--- config.mk ---
export PLATFORM = sky130hd
export DESIGN_NAME = conv8_accum_flat
export DESIGN_NICKNAME = d
export VERILOG_FILES = /design/src/rtl/conv8_accum_pkg.sv /design/src/rtl/conv8_accum_if.sv /design/src/rtl/conv8_accum_requant.sv /design/src/rtl/conv8_accum.sv /design/src/flat_wrapper.sv
export SDC_FILE = /design/constraint.sdc
export NUM_CORES = 2
export LEC_CHECK = 0
export CAP_MARGIN = 20
export CORE_ASPECT_RATIO = 0.7
export CORE_UTILIZATION = 50
export DETAILED_ROUTE_END_ITERATION = 8
export GPL_ROUTABILITY_DRIVEN = 0
export HOLD_SLACK_MARGIN = 0.12
export PLACE_DENSITY = 0.68
export SLEW_MARGIN = 25
export SYNTH_ARGS = -nofsm -noshare
export SYNTH_HDL_FRONTEND = slang
export SYNTH_SLANG_ARGS = --single-unit
--- constraint.sdc ---
create_clock -name clk -period 14.75 [get_ports clk]
set_input_delay 1.475 -clock clk [delete_from_list [all_inputs] [get_ports clk]]
set_output_delay 1.475 -clock clk [all_outputs]
set_load 0.02 [all_outputs]
--- src/rtl/conv8_accum_pkg.sv ---
// conv8_accum shared types and constants.
// Widths derive from the convolution core operand width.
package conv8_accum_pkg;
    localparam int conv8_width = 8;
    localparam int W          = conv8_width;
    localparam int MAX_CH     = 64;
    localparam int MAX_PIX    = 1024;
    localparam int FIFO_DEPTH = 4;
    localparam int CH_W       = $clog2(MAX_CH) + 1;
    localparam int PIX_W      = $clog2(MAX_PIX) + 1;
    localparam int ACC_W      = 2 * W + $clog2(MAX_CH);
    localparam int V_W        = ACC_W + 2;
    localparam int PTR_W      = $clog2(FIFO_DEPTH);
    localparam int CNT_W      = PTR_W + 1;
    localparam int OCC_W      = CNT_W + 1;

    typedef logic signed [ACC_W-1:0] acc_t;
    typedef logic signed [2*W-1:0]   psum_t;
    typedef logic signed [W-1:0]     q_t;
    typedef logic [OCC_W-1:0]        occ_t;

    typedef enum logic [1:0] {
        IDLE  = 2'd0,
        RUN   = 2'd1,
        DRAIN = 2'd2
    } accum_state_t;
endpackage

--- src/rtl/conv8_accum_if.sv ---
// Beat input and group output handshakes of conv8_accum.
// master = upstream core / write-back side, slave = accumulator.
interface conv8_accum_if;
    import conv8_accum_pkg::*;

    logic             in_valid;
    logic             in_ready;
    psum_t            i_sum1;
    psum_t            i_sum2;
    psum_t            i_sum3;
    psum_t            i_sum4;
    psum_t            i_bias;
    logic             o_valid;
    logic             o_ready;
    logic [4*W-1:0]   o_data;

    modport master (
        output in_valid, i_sum1, i_sum2, i_sum3, i_sum4, i_bias, o_ready,
        input  in_ready, o_valid, o_data
    );

    modport slave (
        input  in_valid, i_sum1, i_sum2, i_sum3, i_sum4, i_bias, o_ready,
        output in_ready, o_valid, o_data
    );
endinterface

--- src/rtl/conv8_accum_requant.sv ---
// Per-lane requantiser: S1 adds bias and rounding,
// S2 (combinational here, registered by the FIFO) shifts, relus, saturates.
module requant_lane
    import conv8_accum_pkg::*;
(
    input  logic       clk,
    input  logic       rstn,
    input  logic       i_en,
    input  acc_t       i_acc,
    input  psum_t      i_bias,
    input  logic [3:0] i_shift,
    input  logic       i_relu,
    output q_t         o_y
);
    typedef logic signed [V_W-1:0] v_t;

    localparam v_t QMAX = v_t'((1 << (W - 1)) - 1);
    localparam v_t QMIN = ~QMAX;

    v_t r_v;
    v_t w_rnd;
    v_t w_sum;
    v_t w_y;
    v_t w_c;

    // bias plus half-LSB rounding term
    always_comb begin
        w_rnd = '0;
        if (i_shift != 4'd0) begin
            w_rnd[i_shift - 4'd1] = 1'b1;
        end
        w_sum = v_t'(i_acc) + v_t'(i_bias) + w_rnd;
    end

    // S1 register, loaded when a finished group arrives
    always_ff @(posedge clk or negedge rstn) begin
        if (!rstn) begin
            r_v <= '0;
        end else if (i_en) begin
            r_v <= w_sum;
        end
    end

    // arithmetic shift, optional relu, clamp to W bits
    always_comb begin
        w_y = r_v >>> i_shift;
        w_c = w_y;
        if (i_relu && w_y[V_W-1]) begin
            w_c = '0;
        end else if (w_y > QMAX) begin
            w_c = QMAX;
        end else if (w_y < QMIN) begin
            w_c = QMIN;
        end
        o_y = q_t'(w_c);
    end
endmodule

--- src/rtl/conv8_accum.sv ---
// Channel accumulator with requantise pipeline and output group FIFO.
// in_ready reserves a FIFO slot for every group still in flight.
module conv8_accum
    import conv8_accum_pkg::*;
(
    input  logic             clk,
    input  logic             rstn,
    input  logic             i_start,
    input  logic [CH_W-1:0]  cfg_nch,
    input  logic [PIX_W-1:0] cfg_npix,
    input  logic [3:0]       cfg_shift,
    input  logic             cfg_relu,
    conv8_accum_if.slave     bus,
    output logic             o_busy,
    output logic             o_done
);
    localparam logic [1:0] ST_IDLE  = IDLE;
    localparam logic [1:0] ST_RUN   = RUN;
    localparam logic [1:0] ST_DRAIN = DRAIN;

    logic [1:0]       r_state;
    logic [CH_W-1:0]  r_nch;
    logic [CH_W-1:0]  r_ch;
    logic [PIX_W-1:0] r_npix;
    logic [PIX_W-1:0] r_pix;
    logic [3:0]       r_shift;
    logic             r_relu;
    logic             r_busy;
    logic             r_done;
    acc_t             r_acc [4];
    psum_t            r_bias;
    logic             r_fin;
    logic             r_s1v;
    logic [4*W-1:0]   r_mem [FIFO_DEPTH];
    logic [PTR_W-1:0] r_wp;
    logic [PTR_W-1:0] r_rp;
    logic [CNT_W-1:0] r_cnt;

    psum_t            w_sum [4];
    acc_t             w_acc [4];
    q_t               w_y [4];
    occ_t             w_occ;
    logic             w_ready;
    logic             w_acc_en;
    logic             w_last_ch;
    logic             w_last_pix;
    logic             w_fin;
    logic             w_push;
    logic             w_pop;

    assign w_sum[0]   = bus.i_sum1;
    assign w_sum[1]   = bus.i_sum2;
    assign w_sum[2]   = bus.i_sum3;
    assign w_sum[3]   = bus.i_sum4;
    assign w_occ      = occ_t'(r_cnt) + occ_t'(r_fin) + occ_t'(r_s1v);
    assign w_ready    = (r_state == ST_RUN) && (w_occ < occ_t'(FIFO_DEPTH));
    assign w_acc_en   = bus.in_valid && w_ready;
    assign w_last_ch  = (r_ch == r_nch - CH_W'(1));
    assign w_last_pix = (r_pix == r_npix - PIX_W'(1));
    assign w_fin      = w_acc_en && w_last_ch;
    assign w_push     = r_s1v;
    assign w_pop      = (r_cnt != '0) && bus.o_ready;

    assign bus.in_ready = w_ready;
    assign bus.o_valid  = (r_cnt != '0);
    assign bus.o_data   = r_mem[r_rp];
    assign o_busy       = r_busy;
    assign o_done       = r_done;

    // first channel loads, later channels add
    always_comb begin
        for (int i = 0; i < 4; i++) begin
            if (r_ch == '0) begin
                w_acc[i] = acc_t'(w_sum[i]);
            end else begin
                w_acc[i] = r_acc[i] + acc_t'(w_sum[i]);
            end
        end
    end

    // tile control: config latch, busy and done
    always_ff @(posedge clk or negedge rstn) begin
        if (!rstn) begin
            r_state <= ST_IDLE;
            r_busy  <= 1'b0;
            r_done  <= 1'b0;
            r_nch   <= '0;
            r_npix  <= '0;
            r_shift <= '0;
            r_relu  <= 1'b0;
        end else begin
            r_done <= 1'b0;
            unique case (r_state)
                ST_IDLE: begin
                    if (i_start) begin
                        r_state <= ST_RUN;
                        r_busy  <= 1'b1;
                        r_nch   <= cfg_nch;
                        r_npix  <= cfg_npix;
                        r_shift <= cfg_shift;
                        r_relu  <= cfg_relu;
                    end
                end
                ST_RUN: begin
                    if (w_fin && w_last_pix) begin
                        r_state <= ST_DRAIN;
                    end
                end
                ST_DRAIN: begin
                    if (r_s1v && !r_fin) begin
                        r_state <= ST_IDLE;
                        r_busy  <= 1'b0;
                        r_done  <= 1'b1;
                    end
                end
                default: r_state <= ST_IDLE;
            endcase
        end
    end

    // channel/pixel counters, accumulators, final-beat bias
    always_ff @(posedge clk or negedge rstn) begin
        if (!rstn) begin
            r_ch   <= '0;
            r_pix  <= '0;
            r_bias <= '0;
            r_fin  <= 1'b0;
            r_s1v  <= 1'b0;
            for (int i = 0; i < 4; i++) r_acc[i] <= '0;
        end else begin
            r_fin <= w_fin;
            r_s1v <= r_fin;
            if (i_start && r_state == ST_IDLE) begin
                r_ch  <= '0;
                r_pix <= '0;
                for (int i = 0; i < 4; i++) r_acc[i] <= '0;
            end else if (w_acc_en) begin
                r_ch <= w_last_ch ? '0 : r_ch + CH_W'(1);
                for (int i = 0; i < 4; i++) r_acc[i] <= w_acc[i];
                if (w_last_ch) begin
                    r_pix  <= r_pix + PIX_W'(1);
                    r_bias <= bus.i_bias;
                end
            end
        end
    end

    for (genvar g = 0; g < 4; g++) begin : g_lane
        requant_lane u_rq (
            .clk     (clk),
            .rstn    (rstn),
            .i_en    (r_fin),
            .i_acc   (r_acc[g]),
            .i_bias  (r_bias),
            .i_shift (r_shift),
            .i_relu  (r_relu),
            .o_y     (w_y[g])
        );
    end

    // output group FIFO; S2 edge is the write
    always_ff @(posedge clk or negedge rstn) begin
        if (!rstn) begin
            r_wp  <= '0;
            r_rp  <= '0;
            r_cnt <= '0;
            for (int i = 0; i < FIFO_DEPTH; i++) r_mem[i] <= '0;
        end else begin
            if (w_push) begin
                r_mem[r_wp] <= {w_y[3], w_y[2], w_y[1], w_y[0]};
                r_wp        <= r_wp + PTR_W'(1);
            end
            if (w_pop) begin
                r_rp <= r_rp + PTR_W'(1);
            end
            if (w_push && !w_pop) begin
                r_cnt <= r_cnt + CNT_W'(1);
            end else if (!w_push && w_pop) begin
                r_cnt <= r_cnt - CNT_W'(1);
            end
        end
    end
endmodule

--- src/flat_wrapper.sv ---
// flat-port wrapper written by rule: the top's interface ports become plain ports
module conv8_accum_flat import conv8_accum_pkg::*;
  (clk, rstn, i_start, cfg_nch, cfg_npix, cfg_shift, cfg_relu, o_busy, o_done, bus_in_valid, bus_i_sum1, bus_i_sum2, bus_i_sum3, bus_i_sum4, bus_i_bias, bus_o_ready, bus_in_ready, bus_o_valid, bus_o_data);
  conv8_accum_if bus_i ();
  input  logic clk;
  input  logic rstn;
  input  logic i_start;
  input  logic [CH_W-1:0] cfg_nch;
  input  logic [PIX_W-1:0] cfg_npix;
  input  logic [3:0] cfg_shift;
  input  logic cfg_relu;
  output logic o_busy;
  output logic o_done;
  input wire logic [$bits(bus_i.in_valid)-1:0] bus_in_valid;
  input wire logic [$bits(bus_i.i_sum1)-1:0] bus_i_sum1;
  input wire logic [$bits(bus_i.i_sum2)-1:0] bus_i_sum2;
  input wire logic [$bits(bus_i.i_sum3)-1:0] bus_i_sum3;
  input wire logic [$bits(bus_i.i_sum4)-1:0] bus_i_sum4;
  input wire logic [$bits(bus_i.i_bias)-1:0] bus_i_bias;
  input wire logic [$bits(bus_i.o_ready)-1:0] bus_o_ready;
  output wire logic [$bits(bus_i.in_ready)-1:0] bus_in_ready;
  output wire logic [$bits(bus_i.o_valid)-1:0] bus_o_valid;
  output wire logic [$bits(bus_i.o_data)-1:0] bus_o_data;
  assign bus_i.in_valid = bus_in_valid;
  assign bus_i.i_sum1 = bus_i_sum1;
  assign bus_i.i_sum2 = bus_i_sum2;
  assign bus_i.i_sum3 = bus_i_sum3;
  assign bus_i.i_sum4 = bus_i_sum4;
  assign bus_i.i_bias = bus_i_bias;
  assign bus_i.o_ready = bus_o_ready;
  assign bus_in_ready = bus_i.in_ready;
  assign bus_o_valid = bus_i.o_valid;
  assign bus_o_data = bus_i.o_data;
  conv8_accum u_core (.clk(clk), .rstn(rstn), .i_start(i_start), .cfg_nch(cfg_nch), .cfg_npix(cfg_npix), .cfg_shift(cfg_shift), .cfg_relu(cfg_relu), .bus(bus_i), .o_busy(o_busy), .o_done(o_done));
endmodule
==> metrics.md <==
| Metric | Value |
|---|---|
| Mapped Cells | `3,306` |
| Routed vias | `26,400` |
| Initial antenna violation count | `0` |
| Status | `complete, no violations` |
| Most common cell in the netlist | `dfrtp_1` |
| Top cells by area in the synthesized netlist | `dfrtp_1, ha_1, mux2_2` |
| Global-route wire length before repair | `145 mm` |
| Post-DR wirelength/cell | `21.7 um` |
| CP Launch Type | `register` |
| Post-route ant nets | `0` |
| CTS tree | `done` |
| EDFF count, synth | `0` |
| Core Footprint | `61,500 um2` |
| Synth area leader | `dfrtp_1` |
| Grt total ovfl | `0` |
| Fin Hold WS | `474 ps` |
| Largest net degree at the start of global routing | `109` |
| Die area | `63,200 um2` |
| FP Rows | `76` |
| Synth cell types | `91` |
| Multi-input gate area | `20,400 um2` |
| Worst-Skew Late Latency | `600 ps` |
| Vias in the first global route | `25,800` |
| Min Tclk post-route | `5970 ps` |
| Post-Layout Inst Area | `34,500 um2` |
| FF-to-FF setup slack | `8780 ps` |
| Area after DPL | `33,000 um2` |
| Seq. cell area | `9580 um2` |
| Clk buf depth | `3` |
| Htree depth | `2` |
| Share of layout cells above drive strength 1 | `12.4%` |
| Setup-failing EPs final | `0` |
| Synth async-reset ratio | `100%` |
| Top post-synthesis cells by count | `dfrtp_1, nand2_1, o21ai_0` |
| Pre-antenna DRT Iters | `6` |
| Slew headroom | `18.6%` |
| Clock-pin slew on the worst setup and hold paths | `60 ps` |
| CP max FO | `45` |
| Cts repair resizes | `0` |
| Commonest register cell after synthesis | `dfrtp_1` |
| # diodes | `0` |
| Root Driver | `clkbuf_16` |
| Layout area overhead | `11.0%` |
| Hold Crit Class | `reg -> reg` |
| Die Y | `211 um` |
| Die span in x | `300 um` |
| Clock skew | `20.7 ps` |
| Seq cells post-synth | `382` |
| Placed wire-length estimate | `66.6 mm` |
| Crit. End Element | `register` |
| Worst Tran Pin Value | `1210 ps` |
| Num Clock Sinks | `382` |
| Hold depth | `2` |
| Setup_tns | `0 ps` |
| Reg2Reg Depth | `16` |
| Hold_buf cts | `0` |
| PD cells | `177 nW/um2` |
| Tot GR Track Use | `28.9%` |
| Detail-routed via count per cell | `6.27` |
| Final WL | `91.3 mm` |
| CTS Buf Count | `44` |
| Register area share after synthesis | `30.7%` |
| Placed Instances | `4,130` |
| Synthesized area per cell | `9.41 um2` |
| Max_cap viols | `0` |
| Post-synth top area share | `30.7%` |
| Tcrit/Tclk final | `40.5%` |
| WP data required | `15,220 ps` |
| Max VDD drop | `94.3 uV` |
| 1st-iter DRT viols | `2,502` |
| Yosys warning count | `0` |
| Highest Clock Rate | `0.168 GHz` |
| Post-CTS setup buffer count | `0` |
| Drc violations | `0` |
| FILL cells | `5,274` |
| Hold Fails Final Rpt | `0` |
| P_leak | `0.0164 uW` |
| Critical path type | `reg -> reg` |
| Worst path arrival time | `6440 ps` |
| Port bufs | `143` |
| Final Net Count | `3,745` |
| Non-Filler Instances | `4,205` |
| Mapped cell area | `31,100 um2` |
| Unrepaired setup endpoints after global routing | `no` |
| I/O Pins | `144` |
| Initial Util | `50.6%` |
| Final slew viol count | `0` |
==> placed cells by master (no fill, tap or decap), types with 98 or more instances in the layout <==
cell               n
mux2_2           196
nor2_1           199
o21ai_0          267
xnor2_1           98
dfrtp_1          375
ha_1             207
nand2_1          357
mux2i_1          117
nand3_1          114
a21oi_1          223
inv_1            109
clkdlybuf4s50_1  142
==> state kept, by name (all words and copies together) (netlist names), 4 cells and up <==
signal	flops
u_core.r_acc	88
u_core.r_ch	7
u_core.r_bias	16
u_core.r_mem	128
u_core.r_shift	4
u_core.r_nch	7
u_core.r_npix	11
u_core.g_lane.u_rq.r_v	96
u_core.r_pix	11
==> cell families after synthesis <==
logic type	count (synthesis)	synth area share [%]
adders and majority gates	280	13.0
AOI/OAI and AO/OA	889	18.0
xor gates and xnor gates	159	4.48
and+or+nand+nor	929	13.9
DFF	382	30.7
other	1	0.0121
buffers and inverters	282	3.89
muxes	384	16.0
==> metal layers <==
| layer | vias up | global-route usage [%] | share of wire (%) |
|---|---|---|---|
| met5 | - | 0 | 0 |
| met4 | 0 | 8.64 | 2.7 |
| met3 | 151 | 5.69 | 7.7 |
| met2 | 1014 | 45.4 | 45 |
| met1 | 13000 | 40.4 | 45 |
| li1 | 12200 | - | - |
==> worst paths after layout <==
kind                                                  to         startpoint
min in group asynchronous               u_core.r_acc[45]               rstn
max in group asynchronous                   u_core.r_fin               rstn
setup reg to reg           u_core.g_lane[2].u_rq.r_v[21]  u_core.r_shift[2]
setup / recovery           u_core.g_lane[2].u_rq.r_v[21]  u_core.r_shift[2]
hold / removal                          u_core.r_mem[19]   u_core.r_mem[19]
hold reg to reg                         u_core.r_mem[19]   u_core.r_mem[19]
==> worst max-delay path: stages (launching register included) <==
cell and delay (ps):
dfrtp_4 690, inv_1 110, buf_4 450, nand2_1 320, nor3_1 710, fa_1 550
ha_1 260, fa_1 420, a21o_1 170, a21oi_1 270, o211ai_1 120, and2_1 240
a31o_2 310, a41o_1 310, a211oi_1 390, nor4b_1 100, or3_1 380
==> through the flow <==
stage | utilization, % | worst slack, ps | total power (uW)
detailed placement | 53.7 | 8690 | 4910
floorplan | - | 9450 | 4030
global placement | 53.7 | 8850 | 4790
CTS | 56.1 | 8650 | 6090
finish | 56.1 | 8780 | 6130
global route | 56.1 | 8510 | 6590
==> final cells by class <==
class / instances / share of cell area [%]
clock buffers: 57 / 3.60
clock inverters: 18 / 0.689
inverters: 113 / 1.23
multi-input cells: 2645 / 59.0
flip-flops and latches: 382 / 27.7
well taps: 819 / 2.97
repair buffers: 171 / 4.80
==> power by group <==
group | total, uW | internal, uW | switching, uW
Sequential | 1600 | 1250 | 352
Combinational | 3370 | 1460 | 1910
Clock | 1150 | 679 | 472
Power figures use the tool's default switching activity.
